==> config.mk <==
export PLATFORM = sky130hd
export DESIGN_NAME = enemy_fire_sched
export DESIGN_NICKNAME = d
export VERILOG_FILES = /design/src/rtl/enemy_fire_pkg.sv /design/src/rtl/rr_first_set.sv /design/src/rtl/enemy_fire_sched.sv
export SDC_FILE = /design/constraint.sdc
export NUM_CORES = 1
export LEC_CHECK = 0
export BUFFER_PORTS_ARGS = -buffer_cell sky130_fd_sc_hd__clkbuf_2
export CAP_MARGIN = 40
export CORE_AREA = 4 4 65 96
export DETAILED_ROUTE_END_ITERATION = 8
export DIE_AREA = 0 0 69 100
export PLACE_DENSITY = 0.84
export SLEW_MARGIN = 40
export SYNTH_ARGS = -nofsm -noshare
export SYNTH_HDL_FRONTEND = slang
export SYNTH_SLANG_ARGS = --single-unit
==> constraint.sdc <==
create_clock -name clk_i -period 3.51 [get_ports clk_i]
set_clock_uncertainty 0.2 [all_clocks]
set_input_delay 0.1755 -clock clk_i [delete_from_list [all_inputs] [get_ports clk_i]]
set_output_delay 0.1755 -clock clk_i [all_outputs]
set_load 0.005 [all_outputs]
==> src/rtl/enemy_fire_pkg.sv <==
// Shared types and constants for the enemy shot scheduler.
package enemy_fire_pkg;

  typedef enum logic [1:0] {
    COOL  = 2'd0,
    PICK  = 2'd1,
    OFFER = 2'd2
  } fire_state_e;

  // Right-shifting Galois form of x^8+x^6+x^5+x^4+1.
  localparam logic [7:0] LFSR_TAPS = 8'hB8;

  localparam int SHOTS_W = 16;

  function automatic logic [7:0] lfsr_step(input logic [7:0] cur);
    return {1'b0, cur[7:1]} ^ (cur[0] ? LFSR_TAPS : 8'h00);
  endfunction

endpackage

==> src/rtl/rr_first_set.sv <==
// Rotated priority finder: first set bit of mask_i at or above start_i, wrapping.
module rr_first_set #(
  parameter int WIDTH = 8,
  parameter int IDX_W = (WIDTH > 1) ? $clog2(WIDTH) : 1
) (
  input  logic [WIDTH-1:0] mask_i,
  input  logic [IDX_W-1:0] start_i,
  output logic             found_o,
  output logic [IDX_W-1:0] idx_o
);

  always_comb begin
    found_o = 1'b0;
    idx_o   = '0;
    for (int i = 0; i < WIDTH; i++) begin
      if (!found_o && mask_i[(int'(start_i) + i) % WIDTH]) begin
        found_o = 1'b1;
        idx_o   = IDX_W'((int'(start_i) + i) % WIDTH);
      end
    end
  end

endmodule

==> src/rtl/enemy_fire_sched.sv <==
// Enemy shot scheduler: cooldown, column/slot pick, valid/ready offer to the bullet pool.
// Define ENEMY_FIRE_RANDOM_EN to seed the column search from an LFSR instead of round-robin.
module enemy_fire_sched
  import enemy_fire_pkg::*;
#(
  parameter int         num_cols_p  = 8,
  parameter int         num_slots_p = 2,
  parameter int         period_p    = 32,
  parameter logic [7:0] lfsr_seed_p = 8'hA5
) (
  input  logic                          clk_i,
  input  logic                          reset_i,
  input  logic                          frame_i,
  input  logic                          enable_i,
  input  logic [num_cols_p-1:0]         alive_cols_i,
  input  logic [num_slots_p-1:0]        slot_busy_i,
  input  logic                          ready_i,
  output logic                          valid_o,
  output logic [$clog2(num_cols_p)-1:0] col_o,
  output logic [num_slots_p-1:0]        slot_o,
  output logic [SHOTS_W-1:0]            shots_o,
  output logic [1:0]                    state_o
);

  localparam int COL_W   = $clog2(num_cols_p);
  localparam int SLOT_IW = (num_slots_p > 1) ? $clog2(num_slots_p) : 1;
  localparam int CNT_W   = $clog2(period_p + 1);

  localparam logic [CNT_W-1:0] CNT_LAST = CNT_W'(period_p - 1);
  localparam logic [COL_W-1:0] COL_LAST = COL_W'(num_cols_p - 1);

  localparam logic [1:0] ST_COOL  = COOL;
  localparam logic [1:0] ST_PICK  = PICK;
  localparam logic [1:0] ST_OFFER = OFFER;

  function automatic logic [SHOTS_W-1:0] sat_inc(input logic [SHOTS_W-1:0] v);
    return (v == '1) ? v : v + 1'b1;
  endfunction

  logic [1:0]             state_q, state_d;
  logic [CNT_W-1:0]       cool_q, cool_d;
  logic [COL_W-1:0]       rr_q, rr_d;
  logic [SHOTS_W-1:0]     shots_q, shots_d;
  logic                   valid_q, valid_d;
  logic [COL_W-1:0]       col_q, col_d;
  logic [num_slots_p-1:0] slot_q, slot_d;

  logic [COL_W-1:0]       col_start;
  logic                   col_found;
  logic [COL_W-1:0]       col_pick;
  logic                   slot_found;
  logic [SLOT_IW-1:0]     slot_idx;
  logic [num_slots_p-1:0] slot_onehot;

`ifdef ENEMY_FIRE_RANDOM_EN
  logic [7:0] lfsr_q, lfsr_d;

  always_comb lfsr_d = frame_i ? lfsr_step(lfsr_q) : lfsr_q;

  always_ff @(posedge clk_i) begin
    if (reset_i) lfsr_q <= lfsr_seed_p;
    else         lfsr_q <= lfsr_d;
  end

  assign col_start = COL_W'(int'(lfsr_q[COL_W-1:0]) % num_cols_p);
`else
  assign col_start = rr_q;
`endif

  rr_first_set #(.WIDTH(num_cols_p), .IDX_W(COL_W)) u_col_find (
    .mask_i  (alive_cols_i),
    .start_i (col_start),
    .found_o (col_found),
    .idx_o   (col_pick)
  );

  // Free slots are the clear busy bits; lowest index wins.
  rr_first_set #(.WIDTH(num_slots_p), .IDX_W(SLOT_IW)) u_slot_find (
    .mask_i  (~slot_busy_i),
    .start_i ('0),
    .found_o (slot_found),
    .idx_o   (slot_idx)
  );

  always_comb begin
    slot_onehot = '0;
    for (int s = 0; s < num_slots_p; s++) begin
      slot_onehot[s] = (SLOT_IW'(s) == slot_idx);
    end
  end

  always_comb begin
    state_d = state_q;
    cool_d  = cool_q;
    rr_d    = rr_q;
    shots_d = shots_q;
    valid_d = valid_q;
    col_d   = col_q;
    slot_d  = slot_q;
    case (state_q)
      ST_COOL: begin
        if (frame_i && enable_i) begin
          if (cool_q == CNT_LAST) state_d = ST_PICK;
          else                    cool_d  = cool_q + 1'b1;
        end
      end
      ST_PICK: begin
        if (!enable_i) begin
          state_d = ST_COOL;
        end else if (!col_found) begin
          state_d = ST_COOL;
          cool_d  = '0;
        end else if (slot_found) begin
          col_d   = col_pick;
          slot_d  = slot_onehot;
          valid_d = 1'b1;
          state_d = ST_OFFER;
        end
      end
      ST_OFFER: begin
        // The offer is held regardless of enable/alive/busy until the pool takes it.
        if (ready_i) begin
          shots_d = sat_inc(shots_q);
          rr_d    = (col_q == COL_LAST) ? '0 : col_q + 1'b1;
          cool_d  = '0;
          valid_d = 1'b0;
          slot_d  = '0;
          state_d = ST_COOL;
        end
      end
      default: state_d = ST_COOL;
    endcase
  end

  always_ff @(posedge clk_i) begin
    if (reset_i) begin
      state_q <= ST_COOL;
      cool_q  <= '0;
      rr_q    <= '0;
      shots_q <= '0;
      valid_q <= 1'b0;
      col_q   <= '0;
      slot_q  <= '0;
    end else begin
      state_q <= state_d;
      cool_q  <= cool_d;
      rr_q    <= rr_d;
      shots_q <= shots_d;
      valid_q <= valid_d;
      col_q   <= col_d;
      slot_q  <= slot_d;
    end
  end

  assign valid_o = valid_q;
  assign col_o   = col_q;
  assign slot_o  = slot_q;
  assign shots_o = shots_q;
  assign state_o = state_q;

endmodule

Word level (Yosys, flattened, before mapping)

Index checks and enable logic that the tools add are counted.

Register bits: 33
Bits of input ports: 15
Output and inout port bits: 24
Word-level logic and storage cells: 147

Add/sub/neg operators: 10
Order comparisons: 8
Equality and inequality tests: 14
Mux-type cells: 65
Bitwise gates (word level): 10
Reductions and logical operators: 33

Operators with widths:

| operator              | count |
|---|---|
| $lt 4x5->1 const B    | 7 |
| $mux 1                | 30 |
| $mux 6                | 5 |
| $mux 3                | 9 |
| $bmux 1 s3            | 8 |
| $reduce_or 3->1       | 7 |
| $mux 2                | 9 |
| $pmux 6 s3            | 1 |
| $add 16x1->16 const B | 1 |
| $eq 16x16->1 const B  | 1 |
| $ne 2x2->1 const B    | 8 |
| $add 3x3->3 const B   | 4 |
| $logic_and 1x1->1     | 9 |
| $logic_not 1->1       | 8 |
| $reduce_and 4->1      | 2 |
| $and 1x1->1 const A   | 7 |
| $add 3x1->3 const B   | 2 |
| $add 3x2->3 const B   | 2 |
| $add 6x1->6 const B   | 1 |
| $eq 6x5->1 const B    | 1 |
| $pmux 2 s3            | 1 |
| $reduce_and 6->1      | 1 |
| $reduce_and 5->1      | 1 |
| $lt 3x4->1 const B    | 1 |
| 13 further kinds      | 14 |

Depth between registers and ports, before layout

Gate-level depths: netlist of the first run.

Depth in word-level cells: 29
Gate-level depth with buffers: 13
Depth with buffers taken out: 9

Modules after synthesis

From an unflattened synthesis of the first run, not the netlist that was laid out.

Cells, all modules: 333
Area total of the unflattened synthesis: 2996.6 um^2

Modules (own cells, without submodules):

| module                      | instances | cells each | area each (um^2) | seq. area each (um^2) |
|---|---|---|---|---|
| enemy_fire_sched            | 1         | 209        | 1898.1           | 660.6 |
| rr_first_set at u_col_find  | 1         | 121        | 1081.0           | 0.0 |
| rr_first_set at u_slot_find | 1         | 3          | 17.5             | 0.0 |

Worst setup path after synthesis of the first run

OpenSTA, ideal clock, no wires.

Path kind: flip-flop to flip-flop
Start: register rr_q[0], in the netlist col_start[0]
End: register slot_q[1], in the netlist slot_o[1]
Arrival time: 3.063 ns
Required time: 3.193 ns
Path slack: 0.130 ns
Stages on the path, launching flop included: 13
Path buffers: 3
Period minus slack after synthesis: 3.380 ns
Path through: dfxtp_1 -> buf_6 -> buf_6 -> clkinv_1 -> ha_1 -> buf_6 -> mux2_2 -> mux4_2 -> nor3_2 -> nand4_4 -> nand4_4 -> nor3_1 -> a32o_2

Longest elaborated chain between the ends: 26
Elaborated cells between the ends (all ways): 54
Classes of those cells: add/sub: 7; eq/ne: 1; mux: 31; reduce/logical: 15

RTL lines:

| element                                                                | line                    | source |
|---|---|---|
| from (decl)                                                            | enemy_fire_sched.sv:42  | `logic [COL_W-1:0] rr_q, rr_d;` |
| from (signal assigned)                                                 | enemy_fire_sched.sv:147 | `rr_q <= rr_d;` |
| $add 3x1->3 / $bmux 1 s3 (equally long branches)                       | rr_first_set.sv:16      | `if (!found_o && mask_i[(int'(start_i) + i) % WIDTH]) begin` |
| $bmux 1 s3 / $mux 1 (equally long branches)                            | rr_first_set.sv:16      |  |
| $mux 1 (implied by the code)                                           | rr_first_set.sv:16      |  |
| $mux 1 (implied by the code) / $logic_not 1->1 (equally long branches) | rr_first_set.sv:16      |  |
| $logic_and 1x1->1                                                      | rr_first_set.sv:16      |  |
| $mux 1                                                                 | rr_first_set.sv:16      |  |
| $logic_not 1->1                                                        | rr_first_set.sv:16      |  |
| $logic_and 1x1->1                                                      | rr_first_set.sv:16      |  |
| [10 not listed]                                                        | -                       |  |
| $logic_not 1->1                                                        | rr_first_set.sv:16      |  |
| $logic_and 1x1->1                                                      | rr_first_set.sv:16      |  |
| $mux 1                                                                 | rr_first_set.sv:16      |  |
| $logic_not 1->1                                                        | rr_first_set.sv:16      |  |
| $logic_and 1x1->1                                                      | rr_first_set.sv:16      |  |
| $mux 1 *                                                               | rr_first_set.sv:16      |  |
| $ne 2x2->1 (no line) *                                                 | -                       |  |
| $reduce_and 5->1 (no line) *                                           | -                       |  |
| to (signal assigned)                                                   | enemy_fire_sched.sv:151 | `slot_q <= slot_d;` |
| to (decl)                                                              | enemy_fire_sched.sv:46  | `logic [num_slots_p-1:0] slot_q, slot_d;` |

Mark *: on every way between the ends. The rest lies on a longest branch, timed or not. The select of a mux whose other input is x is not followed.
A chain may end at the register's enable or synchronous reset.

Worst setup path in the final report of the first run

Start: register rr_q[0], in the netlist col_start[0]
End: register cool_q[3]

Longest elaborated chain between the ends: 26
Elaborated cells between the ends (all ways): 54
Classes of those cells: add/sub: 7; eq/ne: 1; mux: 31; reduce/logical: 15

RTL lines:

| element                                                                | line                    | source |
|---|---|---|
| $add 3x1->3 / $bmux 1 s3 (equally long branches)                       | rr_first_set.sv:16      |  |
| $bmux 1 s3 / $mux 1 (equally long branches)                            | rr_first_set.sv:16      |  |
| $mux 1 (implied by the code)                                           | rr_first_set.sv:16      |  |
| $mux 1 (implied by the code) / $logic_not 1->1 (equally long branches) | rr_first_set.sv:16      |  |
| $logic_and 1x1->1                                                      | rr_first_set.sv:16      |  |
| $mux 1                                                                 | rr_first_set.sv:16      |  |
| $logic_not 1->1                                                        | rr_first_set.sv:16      |  |
| $logic_and 1x1->1                                                      | rr_first_set.sv:16      |  |
| [10 not listed]                                                        | -                       |  |
| $logic_not 1->1                                                        | rr_first_set.sv:16      |  |
| $logic_and 1x1->1                                                      | rr_first_set.sv:16      |  |
| $mux 1                                                                 | rr_first_set.sv:16      |  |
| $logic_not 1->1                                                        | rr_first_set.sv:16      |  |
| $logic_and 1x1->1                                                      | rr_first_set.sv:16      |  |
| $mux 1 *                                                               | rr_first_set.sv:16      |  |
| $ne 2x2->1 (no line) *                                                 | -                       |  |
| $reduce_and 6->1 (no line) *                                           | -                       |  |
| to (signal assigned)                                                   | enemy_fire_sched.sv:146 | `cool_q <= cool_d;` |
| to (decl)                                                              | enemy_fire_sched.sv:41  | `logic [CNT_W-1:0] cool_q, cool_d;` |

Marks and branches as above.

==> results of run 1 <==
-- cell families after synthesis --
logic type / synth area share [%]
buf+inv: 4.44
xor+xnor: 5.24
fa+ha+maj: 4.21
flops: 24.7
compound gates: 17.1
simple gates: 20.6
mux: 23.8
-- layer usage --
metal | GRT usage, % | vias to the layer above | share of wire, %
met1 | 20.4 | 1216 | 37
met4 | 12.5 | 0 | 5.7
met3 | 2.30 | 31 | 4.9
met2 | 35.9 | 98 | 52
li1 | - | 1164 | -
met5 | 0 | - | 0
-- cells in the mapped netlist (9+ instances only) --
cell type   n
mux2i_1    14
o21ai_0    11
mux4_2     14
nor2_1     29
xor2_1     10
ha_1        9
nand3_1    10
inv_1      12
nand2_1    22
dfxtp_1    33
a21oi_1    12
-- tightest hold or removal path, cell delays in order --
cell      delay [ns]
clkbuf_2        0.09
inv_1           0.05
a32o_2          0.15
-- path summary, 6_finish.rpt --
check                               startpoint         to  slack (ns)  cells after the start
worst min-delay path            slot_busy_i[1]  slot_o[1]        0.01                      3
worst min register to register       slot_o[0]  slot_o[0]        0.26                      1
worst max register to register    col_start[0]  cool_q[3]        0.28                     10
worst max-delay path              col_start[0]  cool_q[3]        0.28                     10
-- flip-flops by register name, summed over array words and instances, names as in the netlist --
register	flops
slot_o	2
col_o	3
col_start	3
state_o	2
valid_o	1
cool_q	6
shots_o	16
-- layout make-up --
| cell class | count | share of cell area [%] |
|---|---|---|
| multi-input combinational | 224 | 61.8 |
| sequential | 33 | 21.5 |
| timing repair buffer | 47 | 8.89 |
| clock buffer | 7 | 3.14 |
| tap | 70 | 2.86 |
| inverter | 13 | 1.59 |
| clock inverter | 1 | 0.163 |
-- repair_timing --
action	in CTS	in global routing
hold buffers	1	0
endpoints found under the setup margin	0	0
hold endpoints to repair	1	0
-- stage by stage --
step | setup WS, ns | cell area, um2 | total power, mW | utilization, % | cells
2_1_floorplan | 0.130 | 2680 | 0.444 | - | 282
3_3_place_gp | 0.460 | 2960 | 0.475 | 54.2 | 386
3_5_place_dp | 0.310 | 2960 | 0.478 | 54.2 | 386
4_1_cts | 0.286 | 3070 | 0.792 | 56.3 | 395
5_1_grt | 0.0599 | 3070 | 0.815 | 56.3 | 395
6_report | 0.282 | 3070 | 0.785 | 56.3 | 395
-- power groups by stage --
stage | combinational, mW | clock [mW] | sequential (mW)
2_1_floorplan | 0.0594 | 0 | 0.385
3_3_place_gp | 0.0904 | 0 | 0.385
3_5_place_dp | 0.0927 | 0 | 0.385
4_1_cts | 0.0943 | 0.321 | 0.376
5_1_grt | 0.103 | 0.336 | 0.376
6_report | 0.0960 | 0.312 | 0.376
==> impl_metrics.csv, run 1 <==
group,metric,value,unit
run_status,outcome,"finished clean",
critical_path,slowest_stage,"mux4_1",
place,port-buffer-count,38,
finish,nNetsFinal,348,
place,dp.final_hpwl,5080,um
critical_path,crit_arrival,3.19,ns
timing,rsz0062_at_grt,"false",
critical_path,cp-start-kind,"register",
finish,final_cell_mix,"clkbuf_2, dfxtp_1, nor2_1, nand2_1",
die,start_util,49.1,%
timing,hold_ws,0.00983,ns
power_and_ir_drop,pwr-share-comb,12.2,%
timing,period_needed,3.23,ns
run,maxCapViolCount,0,
clocking,cts_buffers,5,
power_and_ir_drop,power.share.sequential,48.0,%
route,drc,0,
yosys,netlist.area_leader.share,24.7,%
yosys,synth_nets,306,
hold_path,hold_path.class,"in -> reg",
clocking,root_buffer,"clkbuf_8",
critical_path,critPathMaxFanout,22,
critical_path,cp_num_buf_inv,2,
critical_path,end_kind,"register",
power_and_ir_drop,swShare,24.7,%
die,die_w,69,um
clocking,htreeDepth,2,
finish,drive_above_1_share,26.5,%
die,io_pins,39,
finish,layout_commonest_cell,"clkbuf_2",
finish,multiInputGateArea,1900,um2
die,fp.dieH,100,um
power_and_ir_drop,vdd_drop_max,278,uV
power_and_ir_drop,p_switching,0.194,mW
timing,finalCritPeriodShare,92.0,%
global_route,grt_usage,19.3,%
timing,hold_viol,0,
timing,tns,0,ns
global_route,grt_pass1_vias,2533,
clocking,cts_tree,"built",
timing,drv_slew,0,
clocking,cts_max_path_buffers,2,
yosys,ys.flop_type,"dfxtp_1",
timing,max-slew-margin-rel,47.4,%
place,place.gp.congestion,0.956,
route,wire_per_inst,16.7,um
power_and_ir_drop,power_frac_clock,39.8,%
route,drt_iter0_markers,228,
yosys,ys_types,57,
power_and_ir_drop,leakagePower,1.17,nW
critical_path,critPathTopFamily,"compound AO/OA/AOI/OAI gates",
finish,filler_cell_count,504,
clocking,postCtsSetupBuffers,0,
critical_path,max_stage_delay,0.58,ns
route,route.vias.total,2509,
yosys,ys_seq_elements,33,
finish,diodes,0,
route,routed_wirelength,6610,um
yosys,synthCells,282,
yosys,yosys_warnings,0,
clocking,cts.sinks,33,
finish,regArea,661,um2
global_route,grt_max_degree,37,
timing,max_freq,0.310,GHz
yosys,async_flop_share,0,%
route,vias_per_cell,6.35,
finish,area.growth.synth_to_final,14.6,%
power_and_ir_drop,p_int,0.591,mW
clocking,cts.clk_slew.worst_paths,0.07,ns
yosys,syn_area,2680,um2
timing,worst_slew_pin_slew,0.789,ns
yosys,syn-mean-instance-area,9.49,um2
timing,setup_violations,0,
power_and_ir_drop,power.density,256,nW/um2
global_route,antenna_found_initial,0,
die,core_area,5450,um2
critical_path,cp_cell_sequence,"clkinv_1, ha_1, buf_12, mux4_1, mux2i_1, a32o_2, a41oi_2, nor2_1, o21ai_0, a32o_1",
yosys,yosys.area.top_type,"dfxtp_1",
yosys,synth_area_leaders,"dfxtp_1, mux4_2, mux2i_1",
global_route,grt_pass1_wl,11300,um
route,dr.pass1.iters,4,
global_route,overflow,0,
die,die_area,6900,um2
die,rows,33,
route,ant_nets,0,
clocking,clock_latency,0.28,ns
critical_path,timing_worst_setup_path_type,"reg -> reg",
critical_path,critPathRequiredTime,3.47,ns
yosys,synth_edf_count,0,
clocking,cts_resized,0,
yosys,seq_area_frac_synth,24.7,%
No activity file was read; power rests on OpenSTA's default activity.
==> run 2: changes to the inputs <==
PLACE_DENSITY = 0.81   (was 0.84)
clock period = 3.6 ns   (was 3.51 ns; I/O delays follow)
==> impl_metrics.csv, run 2 (synthesized netlist as in run 1, its figures left out) <==
group,metric,value,unit
timing,setup_violations,0,
global_route,grt_pass1_wl,10800,um
die,fp.dieH,100,um
route,route.vias.total,2401,
finish,largest_reg_flops,16,
clocking,clock_latency,0.28,ns
critical_path,critPathRequiredTime,3.58,ns
die,rows,33,
finish,drive_above_1_share,26.5,%
route,drt_iter0_markers,218,
finish,final_cell_mix,"clkbuf_2, dfxtp_1, nor2_1, nand2_1",
timing,finalCritPeriodShare,92.2,%
timing,period_needed,3.32,ns
critical_path,startpoint,"col_start[1]",
power_and_ir_drop,power.share.sequential,50.6,%
clocking,postCtsSetupBuffers,0,
die,start_util,49.1,%
finish,regArea,661,um2
die,die_area,6900,um2
critical_path,regToRegStartpoint,"col_start[1]",
critical_path,cp-start-kind,"register",
place,dp.final_hpwl,4910,um
place,dpl_cell_area,2940,um2
timing,max_freq,0.301,GHz
hold_path,min_path_cells,3,
finish,diodes,0,
place,place.gp.congestion,0.903,
die,die_w,69,um
timing,hold_viol,0,
clocking,cts_max_path_buffers,2,
die,io_pins,39,
timing,max-slew-margin-rel,48.6,%
die,core_area,5450,um2
route,vias_per_cell,6.09,
run_status,outcome,"finished clean",
power_and_ir_drop,p_int,0.536,mW
clocking,htreeDepth,2,
timing,drv_slew,0,
critical_path,reg2regPathDepth,10,
route,wire_per_inst,16.3,um
power_and_ir_drop,swShare,26.0,%
critical_path,reg2reg_to,"slot_o[1]",
power_and_ir_drop,power_frac_clock,36.8,%
route,dr.pass1.iters,4,
place,port-buffer-count,38,
critical_path,crit_arrival,3.29,ns
route,drc,0,
global_route,grt_usage,18.9,%
power_and_ir_drop,pwr-share-comb,12.6,%
clocking,cts_tree,"built",
finish,layout_commonest_cell,"clkbuf_2",
critical_path,critPathMaxFanout,12,
finish,multiInputGateArea,1900,um2
power_and_ir_drop,vdd_drop_max,230,uV
hold_path,hold_path.class,"in -> reg",
hold_path,hp-start,"slot_busy_i[1]",
finish,stdcell_area,3040,um2
clocking,cts_buffers,5,
global_route,grt_max_degree,37,
timing,rsz0062_at_grt,"false",
finish,area.growth.synth_to_final,13.5,%
clocking,cts.clk_slew.worst_paths,0.07,ns
clocking,root_buffer,"clkbuf_8",
critical_path,crit_end,"slot_o[1]",
timing,worst_slew_pin_slew,0.771,ns
route,routed_wirelength,6430,um
critical_path,timing_worst_setup_path_type,"reg -> reg",
critical_path,end_kind,"register",
finish,nNetsFinal,347,
finish,filler_cell_count,519,
power_and_ir_drop,power.density,239,nW/um2
global_route,antenna_found_initial,0,
timing,tns,0,ns
global_route,grt_pass1_vias,2328,
clocking,cts.sinks,33,
run,maxCapViolCount,0,
critical_path,ff2ff_setup_slack,0.28,ns
finish,utilization,55.7,%
global_route,overflow,0,
power_and_ir_drop,leakagePower,1.15,nW
route,ant_nets,0,
power_and_ir_drop,p_switching,0.189,mW
run 2: area by class of cell:
cell class	count	area share, %
well taps	70	2.89
repair buffers	46	8.33
multi-input cells	224	62.7
clock buffers	6	2.39
flip-flops and latches	33	21.8
clock inverters	2	0.330
inverters	13	1.61
run 2: power groups by stage:
| stage | Clock (mW) | Sequential [mW] | Combinational (mW) |
|---|---|---|---|
| global route | 0.298 | 0.367 | 0.0989 |
| finish | 0.267 | 0.367 | 0.0913 |
| floorplan | 0 | 0.375 | 0.0580 |
| detailed placement | 0 | 0.375 | 0.0891 |
| global placement | 0 | 0.375 | 0.0879 |
| CTS | 0.278 | 0.367 | 0.0902 |
run 2: worst min path at each step:
stage               slack, ns      endpoint
CTS                      0.01  col_start[2]
detailed placement       0.26     slot_o[0]
floorplan                0.14     slot_o[1]
global placement         0.24     slot_o[0]
global route             0.01  col_start[2]
finish                   0.02     slot_o[1]
run 2: metal layers:
layer  up-vias  global-route usage (%)  share of wire [%]  wire length, um
met5         -                       0                  0                0
li1       1158                       -                  -                -
met1      1118                    20.8                 39             2520
met2        99                    34.4                 51             3260
met4         0                    10.2                4.2              273
met3        26                    3.21                5.8              370
run 2: critical path, stage by stage (launching register included):
cell	delay (ns)
dfxtp_1	0.33
inv_1	0.09
ha_2	0.46
buf_4	0.25
mux2_1	0.35
mux4_2	0.55
nor3_2	0.28
nand4_4	0.15
nand4_4	0.20
nor3_1	0.07
a32o_2	0.29
run 2: repair_timing:
| action | in CTS | in global routing |
|---|---|---|
| hold buffers | 1 | 0 |
| endpoints found under the hold margin | 1 | 0 |
| setup endpoints to repair | 0 | 1 |
| gates resized for setup | 0 | 1 |
run 2: metrics by stage:
| stage | std cells | hold WS, ns | worst slack (ns) | power (mW) |
|---|---|---|---|---|
| after CTS | 394 | 0.0115 | 0.184 | 0.735 |
| final | 394 | 0.0242 | 0.282 | 0.725 |
| after global routing | 394 | 0.0114 | 0.0900 | 0.763 |
| after detailed placement | 385 | 0.264 | 0.204 | 0.464 |
| after floorplan | 282 | 0.139 | 0.220 | 0.433 |
| after global placement | 385 | 0.245 | 0.297 | 0.463 |
==> run 3: changes to the inputs <==
==> constraint.sdc (replaced) <==
create_clock -name clk_i -period 3.6 [get_ports clk_i]
set_clock_uncertainty 0.2 [all_clocks]
set_input_delay 0.72 -clock clk_i [delete_from_list [all_inputs] [get_ports clk_i]]
set_output_delay 0.72 -clock clk_i [all_outputs]
set_load 0.005 [all_outputs]
==> impl_metrics.csv, run 3 (synthesized netlist as in run 1, its figures left out) <==
group,metric,value,unit
run_status,outcome,"finished clean",
place,port-buffer-count,38,
power_and_ir_drop,power.share.sequential,50.4,%
route,drt_iter0_markers,233,
timing,drv_slew,0,
hold_path,min_path_cells,1,
route,route.vias.total,2417,
critical_path,timing_worst_setup_path_type,"reg -> reg",
timing,finalCritPeriodShare,92.8,%
global_route,grt_pass1_vias,2354,
finish,regArea,661,um2
place,dp.final_hpwl,4880,um
clocking,clock_latency,0.28,ns
timing,max-slew-margin-rel,47.8,%
die,start_util,49.1,%
global_route,grt_max_degree,37,
clocking,root_buffer,"clkbuf_8",
clocking,postCtsSetupBuffers,0,
critical_path,reg2regPathDepth,10,
route,drc,0,
route,vias_per_cell,6.12,
clocking,cts.clk_slew.worst_paths,0.07,ns
clocking,cts_resized,0,
critical_path,cp-start-kind,"register",
finish,layout_commonest_cell,"clkbuf_2",
critical_path,cp_cell_sequence,"clkinv_1, ha_1, buf_4, mux4_1, mux2i_1, a32o_2, a41oi_2, nor2_1, o21ai_0, a32o_1",
clocking,cts_tree,"built",
finish,drive_above_1_share,26.8,%
place,dpl_cell_area,2950,um2
power_and_ir_drop,pwr-share-comb,12.5,%
finish,filler_cell_count,512,
clocking,cts_max_path_buffers,2,
power_and_ir_drop,power_frac_clock,37.1,%
route,dr.pass1.iters,4,
die,fp.dieH,100,um
global_route,grt_pass1_wl,10600,um
run,maxCapViolCount,0,
timing,hold_viol,0,
clocking,cts.sinks,33,
timing,period_needed,3.34,ns
critical_path,crit_arrival,3.31,ns
clocking,holdBufCountCts,0,
power_and_ir_drop,p_switching,0.193,mW
global_route,antenna_found_initial,0,
finish,final_cell_mix,"clkbuf_2, dfxtp_1, nor2_1, nand2_1",
finish,multiInputGateArea,1900,um2
finish,diodes,0,
die,io_pins,39,
timing,max_freq,0.299,GHz
clocking,cts_buffers,5,
finish,area.growth.synth_to_final,13.5,%
finish,utilization,55.7,%
power_and_ir_drop,vdd_drop_max,274,uV
die,die_area,6900,um2
place,place.gp.congestion,0.959,
global_route,grt_usage,18.6,%
place,pre_cts_slack,0.290,ns
route,routed_wirelength,6410,um
die,rows,33,
hold_path,hold_path.class,"reg -> reg",
power_and_ir_drop,power.total,0.728,mW
critical_path,slowest_stage,"mux4_1",
timing,tns,0,ns
power_and_ir_drop,power.density,240,nW/um2
route,ant_nets,0,
power_and_ir_drop,p_int,0.535,mW
power_and_ir_drop,swShare,26.5,%
timing,setup_violations,0,
die,die_w,69,um
critical_path,end_kind,"register",
power_and_ir_drop,leakagePower,1.16,nW
critical_path,critPathMaxFanout,7,
critical_path,max_stage_delay,0.55,ns
timing,setup_ws,0.260,ns
route,wire_per_inst,16.2,um
clocking,htreeDepth,2,
finish,stdcell_area,3040,um2
timing,rsz0062_at_grt,"false",
timing,worst_slew_pin_slew,0.783,ns
critical_path,critPathRequiredTime,3.57,ns
finish,nNetsFinal,348,
global_route,overflow,0,
die,core_area,5450,um2
finish,largest_reg_flops,16,
[run 3: layout make-up]
class | instances | share of cell area (%)
multi-input cells | 224 | 62.4
clock inverters | 3 | 0.577
clock buffers | 5 | 2.27
repair buffers | 47 | 8.49
inverters | 13 | 1.61
well taps | 70 | 2.88
flip-flops and latches | 33 | 21.8
[run 3: final timing paths]
check,from,end,slack (ns)
min reg2reg,slot_o[0],slot_o[0],0.28
max reg2reg,col_start[0],cool_q[2],0.26
min,slot_o[0],slot_o[0],0.28
max,col_start[0],cool_q[2],0.26
[run 3: critical path, delay by kind of cell (launching register included)]
family	cells	cell delay (ns)
DFF	1	0.33
and+or+nand+nor	1	0.26
muxes	2	0.79
AOI/OAI and AO/OA	4	0.93
buffers and inverters	2	0.28
adders and majority gates	1	0.44
[run 3: through the flow]
stage | cells | hold slack (ns)
final | 395 | 0.276
after global routing | 395 | 0.291
after CTS | 395 | 0.281
after detailed placement | 387 | 0.261
after global placement | 387 | 0.247
after floorplan | 282 | 0.251
[run 3: power by group through the flow]
stage | Combinational, mW | Clock [mW] | Sequential (mW)
after detailed placement | 0.0891 | 0 | 0.375
after CTS | 0.0896 | 0.285 | 0.367
after global placement | 0.0879 | 0 | 0.375
after floorplan | 0.0580 | 0 | 0.375
after global routing | 0.0979 | 0.304 | 0.367
final | 0.0909 | 0.270 | 0.367
[run 3: routing by layer]
metal | routed length, um | GRT usage [%] | share of wire, %
met5 | 0 | 0 | 0
met4 | 260 | 10.5 | 4.1
met3 | 323 | 3.41 | 5.0
met2 | 3330 | 34.5 | 52
met1 | 2490 | 19.6 | 39
